$ cat config.mk
export PLATFORM = sky130hd
export DESIGN_NAME = safe_guess_evaluator
export DESIGN_NICKNAME = d
export VERILOG_FILES = /design/src/rtl/safe_pkg.sv /design/src/rtl/safe_match_comb.sv /design/src/rtl/safe_guess_evaluator.sv
export SDC_FILE = /design/constraint.sdc
export NUM_CORES = 1
export LEC_CHECK = 0
export ABC_AREA = 1
export ABC_CLOCK_PERIOD_IN_PS = 4700
export BUFFER_PORTS_ARGS = -buffer_cell sky130_fd_sc_hd__buf_2
export CORE_UTILIZATION = 35
export DETAILED_ROUTE_END_ITERATION = 16
export MAX_ROUTING_LAYER = met4
export PLACE_DENSITY = 0.64
export SLEW_MARGIN = 20
export SYNTH_ARGS = -nofsm -noshare
export SYNTH_HDL_FRONTEND = slang
export SYNTH_HIERARCHICAL = 1
export SYNTH_SLANG_ARGS = --single-unit
$ cat constraint.sdc
create_clock -name clk -period 4.7 [get_ports clk]
set_clock_uncertainty 0.2 [all_clocks]
set_input_delay 0.94 -clock clk [delete_from_list [all_inputs] [get_ports clk]]
set_output_delay 0.94 -clock clk [all_outputs]
set_load 0.005 [all_outputs]
$ cat src/rtl/safe_pkg.sv
// Shared types and constants for the safe-cracking scoring core.
// The popcount helper is used for both the correct and the misplaced counts.
package safe_pkg;

    localparam int DIGIT_W    = 2;
    localparam int NUM_DIGITS = 4;
    localparam int CNT_W      = 4;

    typedef logic [DIGIT_W-1:0] digit_t;
    typedef logic [3:0]         bcd_t;

    localparam bcd_t BCD_MAX = 4'd9;

    // Number of set bits in a per-digit flag vector.
    function automatic logic [CNT_W-1:0] popcount(input logic [NUM_DIGITS-1:0] v);
        logic [CNT_W-1:0] n;
        n = '0;
        for (int k = 0; k < NUM_DIGITS; k++) begin
            n = n + {{(CNT_W-1){1'b0}}, v[k]};
        end
        return n;
    endfunction

endpackage

$ cat src/rtl/safe_match_comb.sv
// Combinational Mastermind scoring: exact-position matches plus a greedy
// misplaced match in which each code digit can be claimed at most once.
module safe_match_comb
    import safe_pkg::*;
(
    input  logic [NUM_DIGITS*DIGIT_W-1:0] guess,
    input  logic [NUM_DIGITS*DIGIT_W-1:0] code,
    output logic [NUM_DIGITS-1:0]         correct_flags,
    output logic [NUM_DIGITS-1:0]         misplaced_flags,
    output logic [CNT_W-1:0]              correct_count,
    output logic [CNT_W-1:0]              misplaced_count
);

    logic [NUM_DIGITS-1:0] w_correct;
    logic [NUM_DIGITS-1:0] w_misplaced;
    logic [NUM_DIGITS-1:0] w_consumed;
    logic                  w_found;
    logic                  w_hit;

    // Per-position equality of guess and code digits.
    always_comb begin
        w_correct = '0;
        for (int k = 0; k < NUM_DIGITS; k++) begin
            w_correct[k] = (guess[k*DIGIT_W +: DIGIT_W] == code[k*DIGIT_W +: DIGIT_W]);
        end
    end

    // Greedy scan: each unmatched guess digit claims the lowest free, unmatched code digit.
    always_comb begin
        w_misplaced = '0;
        w_consumed  = '0;
        w_found     = 1'b0;
        w_hit       = 1'b0;
        for (int i = 0; i < NUM_DIGITS; i++) begin
            w_found = 1'b0;
            for (int j = 0; j < NUM_DIGITS; j++) begin
                w_hit = !w_correct[i] && !w_found && !w_correct[j] && !w_consumed[j] &&
                        (code[j*DIGIT_W +: DIGIT_W] == guess[i*DIGIT_W +: DIGIT_W]);
                w_consumed[j] = w_consumed[j] | w_hit;
                w_found       = w_found | w_hit;
            end
            w_misplaced[i] = w_found;
        end
    end

    assign correct_flags   = w_correct;
    assign misplaced_flags = w_misplaced;
    assign correct_count   = popcount(w_correct);
    assign misplaced_count = popcount(w_misplaced);

endmodule

$ cat src/rtl/safe_guess_evaluator.sv
// Safe-cracking scoring core: digit-enable decoder, guess scoring, latched
// results and a BCD attempt counter that ends the game after 100 submits.
module safe_guess_evaluator
    import safe_pkg::*;
(
    input  logic                          clk,
    input  logic                          reset,
    input  logic [1:0]                    sel,
    output logic [NUM_DIGITS-1:0]         enables,
    input  logic [NUM_DIGITS*DIGIT_W-1:0] guess,
    input  logic [NUM_DIGITS*DIGIT_W-1:0] code,
    input  logic                          submit,
    output logic [NUM_DIGITS-1:0]         correct_flags,
    output logic [NUM_DIGITS-1:0]         misplaced_flags,
    output logic [CNT_W-1:0]              correct_count,
    output logic [CNT_W-1:0]              misplaced_count,
    output logic [CNT_W-1:0]              total_correct,
    output logic [CNT_W-1:0]              total_misplaced,
    output logic [7:0]                    attempts,
    output logic                          lose,
    output logic                          solved
);

    logic [NUM_DIGITS-1:0] w_enables;
    logic [CNT_W-1:0]      w_correct_count;
    logic [CNT_W-1:0]      w_misplaced_count;
    logic                  w_accept;

    logic [CNT_W-1:0]      r_total_correct;
    logic [CNT_W-1:0]      r_total_misplaced;
    bcd_t                  r_tens;
    bcd_t                  r_ones;
    logic                  r_lose;
    logic                  r_solved;

    // One-hot digit enable from the scroll position.
    always_comb begin
        w_enables      = '0;
        w_enables[sel] = 1'b1;
    end

    safe_match_comb u_match (
        .guess           (guess),
        .code            (code),
        .correct_flags   (correct_flags),
        .misplaced_flags (misplaced_flags),
        .correct_count   (w_correct_count),
        .misplaced_count (w_misplaced_count)
    );

    // Once the game is decided, further submits are ignored until reset.
    assign w_accept = submit && !r_lose && !r_solved;

    // Result latch, attempt counter and end-of-game flags.
    always_ff @(posedge clk) begin
        if (reset) begin
            r_total_correct   <= '0;
            r_total_misplaced <= '0;
            r_tens            <= 4'd0;
            r_ones            <= 4'd0;
            r_lose            <= 1'b0;
            r_solved          <= 1'b0;
        end else if (w_accept) begin
            r_total_correct   <= w_correct_count;
            r_total_misplaced <= w_misplaced_count;
            if (w_correct_count == 4'd4) begin
                r_solved <= 1'b1;
            end
            // At 99 the counter saturates and the 100th submit loses.
            if ((r_tens == BCD_MAX) && (r_ones == BCD_MAX)) begin
                r_lose <= 1'b1;
            end else if (r_ones != BCD_MAX) begin
                r_ones <= r_ones + 4'd1;
            end else begin
                r_tens <= r_tens + 4'd1;
                r_ones <= 4'd0;
            end
        end
    end

    assign enables         = w_enables;
    assign correct_count   = w_correct_count;
    assign misplaced_count = w_misplaced_count;
    assign total_correct   = r_total_correct;
    assign total_misplaced = r_total_misplaced;
    assign attempts        = {r_tens, r_ones};
    assign lose            = r_lose;
    assign solved          = r_solved;

endmodule

==> results of run 1 <==
## cells in the final DEF, fill, tap and decap left out, types with 4 or more instances in the layout
master / count
nand2_1: 70
nor3_1: 4
buf_2: 56
nor2_2: 6
inv_2: 19
ha_1: 7
nand4_1: 4
nand3_1: 16
nor2_4: 5
a21oi_1: 9
nor2_1: 31
nand2_2: 16
nand3_2: 6
xor2_1: 9
dfxtp_1: 18
inv_1: 24
o21ai_0: 10
## cell families after synthesis
logic type / count (synthesis) / share of synthesized area (%)
AOI/OAI and AO/OA: 25 / 8.01
buffers and inverters: 53 / 13.3
adders and majority gates: 9 / 7.16
DFF: 18 / 20.2
other: 1 / 0.210
and+or+nand+nor: 162 / 45.2
xor gates and xnor gates: 12 / 5.90
## metal layers
layer | track usage, % | part of all wire (%) | vias to the layer above
li1 | - | - | 971
met1 | 21.3 | 47 | 855
met2 | 28.8 | 48 | 45
met3 | 2.47 | 3.4 | 6
met4 | 3.85 | 1.4 | 0
met5 | - | 0 | -
## how the worst max path moves through the flow
stage / start / endpoint / slack (ns) / cells after the start
2_1_floorplan: code[1] / misplaced_count[1] / 0.67 / 16
3_3_place_gp: guess[1] / misplaced_count[1] / 0.35 / 18
3_5_place_dp: guess[3] / misplaced_count[1] / 0.31 / 18
4_1_cts: guess[3] / misplaced_count[1] / 0.30 / 18
5_1_grt: guess[3] / misplaced_count[1] / 0.04 / 18
6_report: guess[3] / misplaced_count[1] / 0.30 / 18
## registers in the layout, indices dropped and copies added, names as in the netlist
name / cells
total_correct: 4
solved: 1
r_tens: 4
r_ones: 4
total_misplaced: 4
lose: 1
## final cells by class
cell class	count	area (µm²)
Tap cell	67	83.8
Sequential cell	18	360
Fill cell	536	2690
Inverter	45	175
Multi-Input combinational cell	210	1190
Clock buffer	3	41.3
Timing Repair Buffer	56	280
## Yosys cell counts, types with 2 or more instances
library cell | instances | area, µm²
xnor2_1 | 3 | 26.3
a21oi_2 | 2 | 17.5
nand2_1 | 70 | 263
nand2_4 | 3 | 33.8
buf_4 | 4 | 30.0
buf_6 | 2 | 22.5
xor2_1 | 9 | 78.8
nand2_2 | 16 | 100
inv_2 | 19 | 71.3
nor2_2 | 6 | 37.5
a21oi_1 | 9 | 45.0
nand4_1 | 4 | 25.0
inv_1 | 24 | 90.1
buf_2 | 2 | 10.0
nand3_2 | 6 | 60.1
nor2_1 | 31 | 116
fa_1 | 2 | 40.0
dfxtp_1 | 18 | 360
o21ai_0 | 10 | 50.1
ha_1 | 7 | 87.6
nand3_1 | 16 | 80.1
nor3_1 | 4 | 20.0
nor2_4 | 5 | 56.3
## per-stage QoR
stage | utilization (%) | power (mW)
5_1_grt | 44.2 | 0.510
4_1_cts | 44.2 | 0.472
6_report | 44.2 | 0.469
3_3_place_gp | 43.3 | 0.366
2_1_floorplan | - | 0.300
3_5_place_dp | 43.3 | 0.367
## worst max-delay path, delay by kind of cell
family	cells	cell delay, ns
compound gates	2	0.19
fa+ha+maj	4	1.13
buf+inv	6	0.50
simple gates	6	0.50
## where the power goes
group	leakage, nW	internal (mW)	total [mW]	switching (mW)
sequential	0.147	0.161	0.166	0.00546
combinational	1.02	0.0785	0.196	0.117
clock	0.0216	0.0568	0.107	0.0501
==> flow_summary_export.csv, run 1 <==
group,metric,value,unit
critical_path,critical_path_arrival,3.26,ns
detailed_routing,drt-vias-per-instance,4.70,
detailed_routing,antenna_left,0,
clock_tree,clock-sinks,18,
detailed_routing,drt_iter0_markers,118,
timing,drv_slew,0,
timing,timing.hold.ws,0.260,ns
detailed_routing,post_drt_wl_per_cell,10.6,µm
global_route,groute.usage.overall,17.0,%
placement,post_place_worst_slack,0.307,ns
timing,finalHoldViolations,0,
placement,globalplace.congestion,0.916,
status,run_status,"finished, final reports clean",
clock_tree,post_cts_hold_fix_bufs,0,
detailed_routing,drt_pre_antenna_iters,4,
flow_run,timing.max_cap.violations,0,
floorplan,area_inside_the_core_boundary,0.00482,mm²
timing,grt_setup_unrepaired,"no",
critical_path,critical_path.startpoint_type,"input pin",
yosys,yosysWarningCount,6,
global_route,grt_pass1_wl,6970,µm
critical_path,worst_path_most_repeated_cell,"ha_1",
critical_path,cp_slowest_cell,"fa_1",
critical_path,critical_path_peak_fanout,5,
yosys,synth.cell_area,0.00178,mm²
clock_tree,ctsHtreeMaxLevel,1,
detailed_routing,count_of_unresolved_drc_violations_after_routing,0,
global_route,grt_antenna_before_repair,0,
min_path,hold_depth,2,
yosys,synth.yosys.seq_area_share,20.2,%
clock_tree,cts_post_setup_buffers_inserted,0,
layout,drive_gt1_share,36.1,%
layout,net_total_in_the_final_layout,364,
floorplan,fp.dieArea,0.00538,mm²
timing,max_freq,0.227,GHz
floorplan,die_h,73.4,µm
layout,postLayoutCellArea,0.00213,mm²
min_path,min_to,"total_correct[2]",
floorplan,fp-row-count,25,
yosys,synth.distinct_cells,31,
floorplan,io_pins,59,
critical_path,worstSetupPathType,"input pin to primary output",
yosys,synthArstFlopShare,0,%
placement,io_buffers,56,
timing,fin_ws,0.297,ns
critical_path,path_cells,"buf_2, inv_2, nand2_1, nand2_1, nand3_2, ha_1, nand3_1, nor2_2, inv_2, o21ai_2, o21ai_0, nand3_1, ha_1, inv_1, fa_1, inv_1, ha_1, buf_2",
pwr,power.ir.vdd_worst,0.000119,V
clock_tree,root_buffer,"clkbuf_8",
global_route,grt_start_max_net_pins,15,
critical_path,required,3.56,ns
floorplan,start_util,37.0,%
clock_tree,cts-root-to-sink-buffers,2,
critical_path,end_kind,"primary output",
critical_path,max_stage_delay,0.37,ns
critical_path,r2r-end,"r_tens[1]",
floorplan,fp.dieW,73.4,µm
yosys,synth_top_flop_cell,"dfxtp_1",
yosys,synth_area_per_cell,6.36,µm²
critical_path,reg2reg_slack,3.17,ns
global_route,number_of_global_route_vias_before_repair,1649,
clock_tree,numCtsBuffers,3,
pwr,power_per_cell_area,220,mW/mm²
placement,detailed_place.area,0.00209,mm²
placement,dpl.hpwl,3550,µm
timing,final_period_demand_of_the_worst_path,4.40,ns
layout,final_cells,399,
layout,count_of_inserted_antenna_diode_cells,0,
pwr,power.static_leakage,1.18,nW
clock_tree,worst_setup_hold_path_clk_slew,0.06,ns
layout,syn_to_final_growth,19.5,%
global_route,globalRouteOverflowTotal,0,
yosys,synth-edff-count,0,
clock_tree,tritoncts,"built",
critical_path,r2r_start,"r_tens[1]",
timing,timing.final.crit_share,93.7,%
timing,totalNegativeSetupSlack,0,ns
detailed_routing,detail_route.wirelength,4230,µm
clock_tree,post_cts_resized,0,
min_path,worst_hold_path_type,"flip-flop to flip-flop",
clock_tree,worstSkewPairLatency,0.25,ns
detailed_routing,vias,1877,
critical_path,rr_worst_depth,9,
placement,post-place-cells,396,
yosys,netlist_instances,280,
yosys,synth-seq-cells,18,
min_path,start_point_of_the_worst_hold_path,"total_correct[2]",
timing,finalSetupViolations,0,
No activity file was read; power rests on OpenSTA's default activity.
==> inputs of run 2 (changes only) <==
==> constraint.sdc (replaced) <==
create_clock -name clk -period 4.7 [get_ports clk]
set_clock_uncertainty 0.2 [all_clocks]
set_input_delay 0.47 -clock clk [delete_from_list [all_inputs] [get_ports clk]]
set_output_delay 0.47 -clock clk [all_outputs]
set_load 0.005 [all_outputs]
==> run 2 against run 1 <==
Net effect: register-to-register slack hardly changed; sequential share of layout area stayed put; first-iteration DRC count is 13% higher; worst hold slack better by 0.0037 ns; clock-buffer cell count stayed put; die area stayed put; final cell count stayed put; critical path depth stayed put; maximum frequency is 27% higher; via count is 0.11% higher; global-route usage is 0.21 points higher; core utilization stayed put; critical path type unchanged.
==> flow_summary_export.csv, run 2 (synthesis gave the netlist of run 1 again) <==
group,metric,value,unit
layout,layout_filler_cell_count,549,
detailed_routing,vias,1879,
placement,post_place_worst_slack,1.25,ns
critical_path,worst_path_most_repeated_cell,"ha_1",
clock_tree,post_cts_resized,0,
global_route,groute.usage.overall,17.2,%
clock_tree,cts-root-to-sink-buffers,2,
clock_tree,tritoncts,"built",
global_route,grt_start_max_net_pins,15,
clock_tree,worst_setup_hold_path_clk_slew,0.06,ns
pwr,power.static_leakage,1.18,nW
floorplan,start_util,37.0,%
critical_path,r2r-end,"r_tens[1]",
layout,net_total_in_the_final_layout,364,
floorplan,fp.dieW,73.4,µm
floorplan,fp-row-count,25,
layout,mostFrequentLayoutCell,"nand2_1",
floorplan,io_pins,59,
detailed_routing,antenna_left,0,
critical_path,critical_path.startpoint,"guess[3]",
placement,io_buffers,56,
clock_tree,worstSkewPairLatency,0.25,ns
clock_tree,clock-sinks,18,
detailed_routing,count_of_unresolved_drc_violations_after_routing,0,
pwr,pwr-share-comb,41.9,%
timing,fin_ws,1.24,ns
floorplan,die_h,73.4,µm
placement,dpl.hpwl,3560,µm
detailed_routing,detail_route.wirelength,4310,µm
placement,post-place-cells,396,
detailed_routing,drt_iter0_markers,133,
global_route,grt_antenna_before_repair,0,
detailed_routing,drt-vias-per-instance,4.71,
critical_path,required,4.03,ns
critical_path,path_cells,"buf_2, inv_2, nand2_1, nand2_1, nand3_2, ha_1, nand3_1, nor2_2, inv_2, o21ai_2, o21ai_0, nand3_1, ha_1, inv_1, fa_1, inv_1, ha_1, buf_2",
critical_path,cp_slowest_cell,"fa_1",
clock_tree,numCtsBuffers,3,
clock_tree,ctsHtreeMaxLevel,1,
clock_tree,cts_post_setup_buffers_inserted,0,
global_route,globalRouteOverflowTotal,0,
critical_path,critical_path_peak_fanout,5,
layout,drive_gt1_share,36.1,%
pwr,power_per_cell_area,220,mW/mm²
pwr,seq_power_share,35.6,%
timing,max_freq,0.289,GHz
timing,totalNegativeSetupSlack,0,ns
detailed_routing,post_drt_wl_per_cell,10.8,µm
clock_tree,root_buffer,"clkbuf_8",
critical_path,critical_path.startpoint_type,"input pin",
status,run_status,"finished, final reports clean",
placement,globalplace.congestion,0.916,
min_path,worst_hold_path_type,"flip-flop to flip-flop",
critical_path,worstSetupPathType,"input pin to primary output",
pwr,power.ir.vdd_worst,0.0000929,V
clock_tree,post_cts_hold_fix_bufs,0,
critical_path,timing_endpoint_of_the_critical_path,"misplaced_count[1]",
pwr,p_switching,172,µW
timing,finalHoldViolations,0,
critical_path,critical_path_arrival,2.79,ns
global_route,number_of_global_route_vias_before_repair,1630,
flow_run,timing.max_cap.violations,0,
timing,finalSetupViolations,0,
critical_path,reg2reg_slack,3.17,ns
layout,final_cells,399,
pwr,clock_power_share,22.5,%
critical_path,max_stage_delay,0.38,ns
pwr,sw_frac_of_total,36.7,%
critical_path,rr_worst_depth,9,
floorplan,area_inside_the_core_boundary,0.00482,mm²
floorplan,fp.dieArea,0.00538,mm²
timing,grt_setup_unrepaired,"no",
pwr,internal-power,296,µW
timing,final_period_demand_of_the_worst_path,3.46,ns
timing,drv_slew,0,
layout,syn_to_final_growth,19.5,%
timing,timing.final.crit_share,73.5,%
critical_path,r2r_start,"r_tens[1]",
detailed_routing,drt_pre_antenna_iters,4,
min_path,start_point_of_the_worst_hold_path,"total_correct[2]",
layout,most-common-layout-cells,"70 x nand2_1, 56 x buf_2, 31 x nor2_1, 24 x inv_1, 19 x inv_2",
critical_path,end_kind,"primary output",
global_route,grt_pass1_wl,7020,µm
layout,count_of_inserted_antenna_diode_cells,0,
[run 2: cell counts in the layout (fill, tap and decap cells not counted)]
No cell type changed its count.
[run 2: metrics by stage]
stage	util [%]	area [µm²]	power [mW]	hold WS, ns
after detailed placement	43.3	2090	0.367	0.254
after global placement	43.3	2090	0.366	0.251
final	44.2	2130	0.468	0.264
after floorplan	-	1790	0.300	0.260
after global routing	44.2	2130	0.510	0.276
after CTS	44.2	2130	0.473	0.264
[run 2: worst max-delay path, delay by kind of cell]
| kind | cells | cell delay, ns |
|---|---|---|
| AOI/OAI and AO/OA | 2 | 0.20 |
| adders and majority gates | 4 | 1.13 |
| buffers and inverters | 6 | 0.50 |
| and+or+nand+nor | 6 | 0.49 |
[run 2: power groups by stage]
stage	Combinational, mW	Sequential (mW)	Clock (mW)
3_5_place_dp	0.197	0.170	0
5_1_grt	0.225	0.168	0.116
4_1_cts	0.198	0.167	0.109
2_1_floorplan	0.129	0.171	0
6_report	0.196	0.167	0.105
3_3_place_gp	0.196	0.170	0
[run 2: worst min-delay path by stage]
stage          depth (start not counted)               end  slack [ns]
6_report                               2  total_correct[2]        0.26
4_1_cts                                2  total_correct[2]        0.26
2_1_floorplan                          2  total_correct[2]        0.26
3_5_place_dp                           2  total_correct[2]        0.25
3_3_place_gp                           2  total_correct[2]        0.25
5_1_grt                                2  total_correct[2]        0.28
[run 2: final cells by class]
type                            count  area, µm²  share of cell area [%]
Timing Repair Buffer               56        280                    13.2
Multi-Input combinational cell    210       1190                    55.8
Tap cell                           67       83.8                    3.94
Clock buffer                        3       41.3                    1.94
Sequential cell                    18        360                    16.9
Inverter                           45        175                    8.23
[run 2: per-layer routing]
layer | up-vias | GRT usage [%] | part of all wire (%)
met4 | 0 | 5.56 | 2.1
met1 | 848 | 21.2 | 47
li1 | 968 | - | -
met5 | - | - | 0
met3 | 10 | 2.61 | 3.9
met2 | 53 | 28.7 | 47
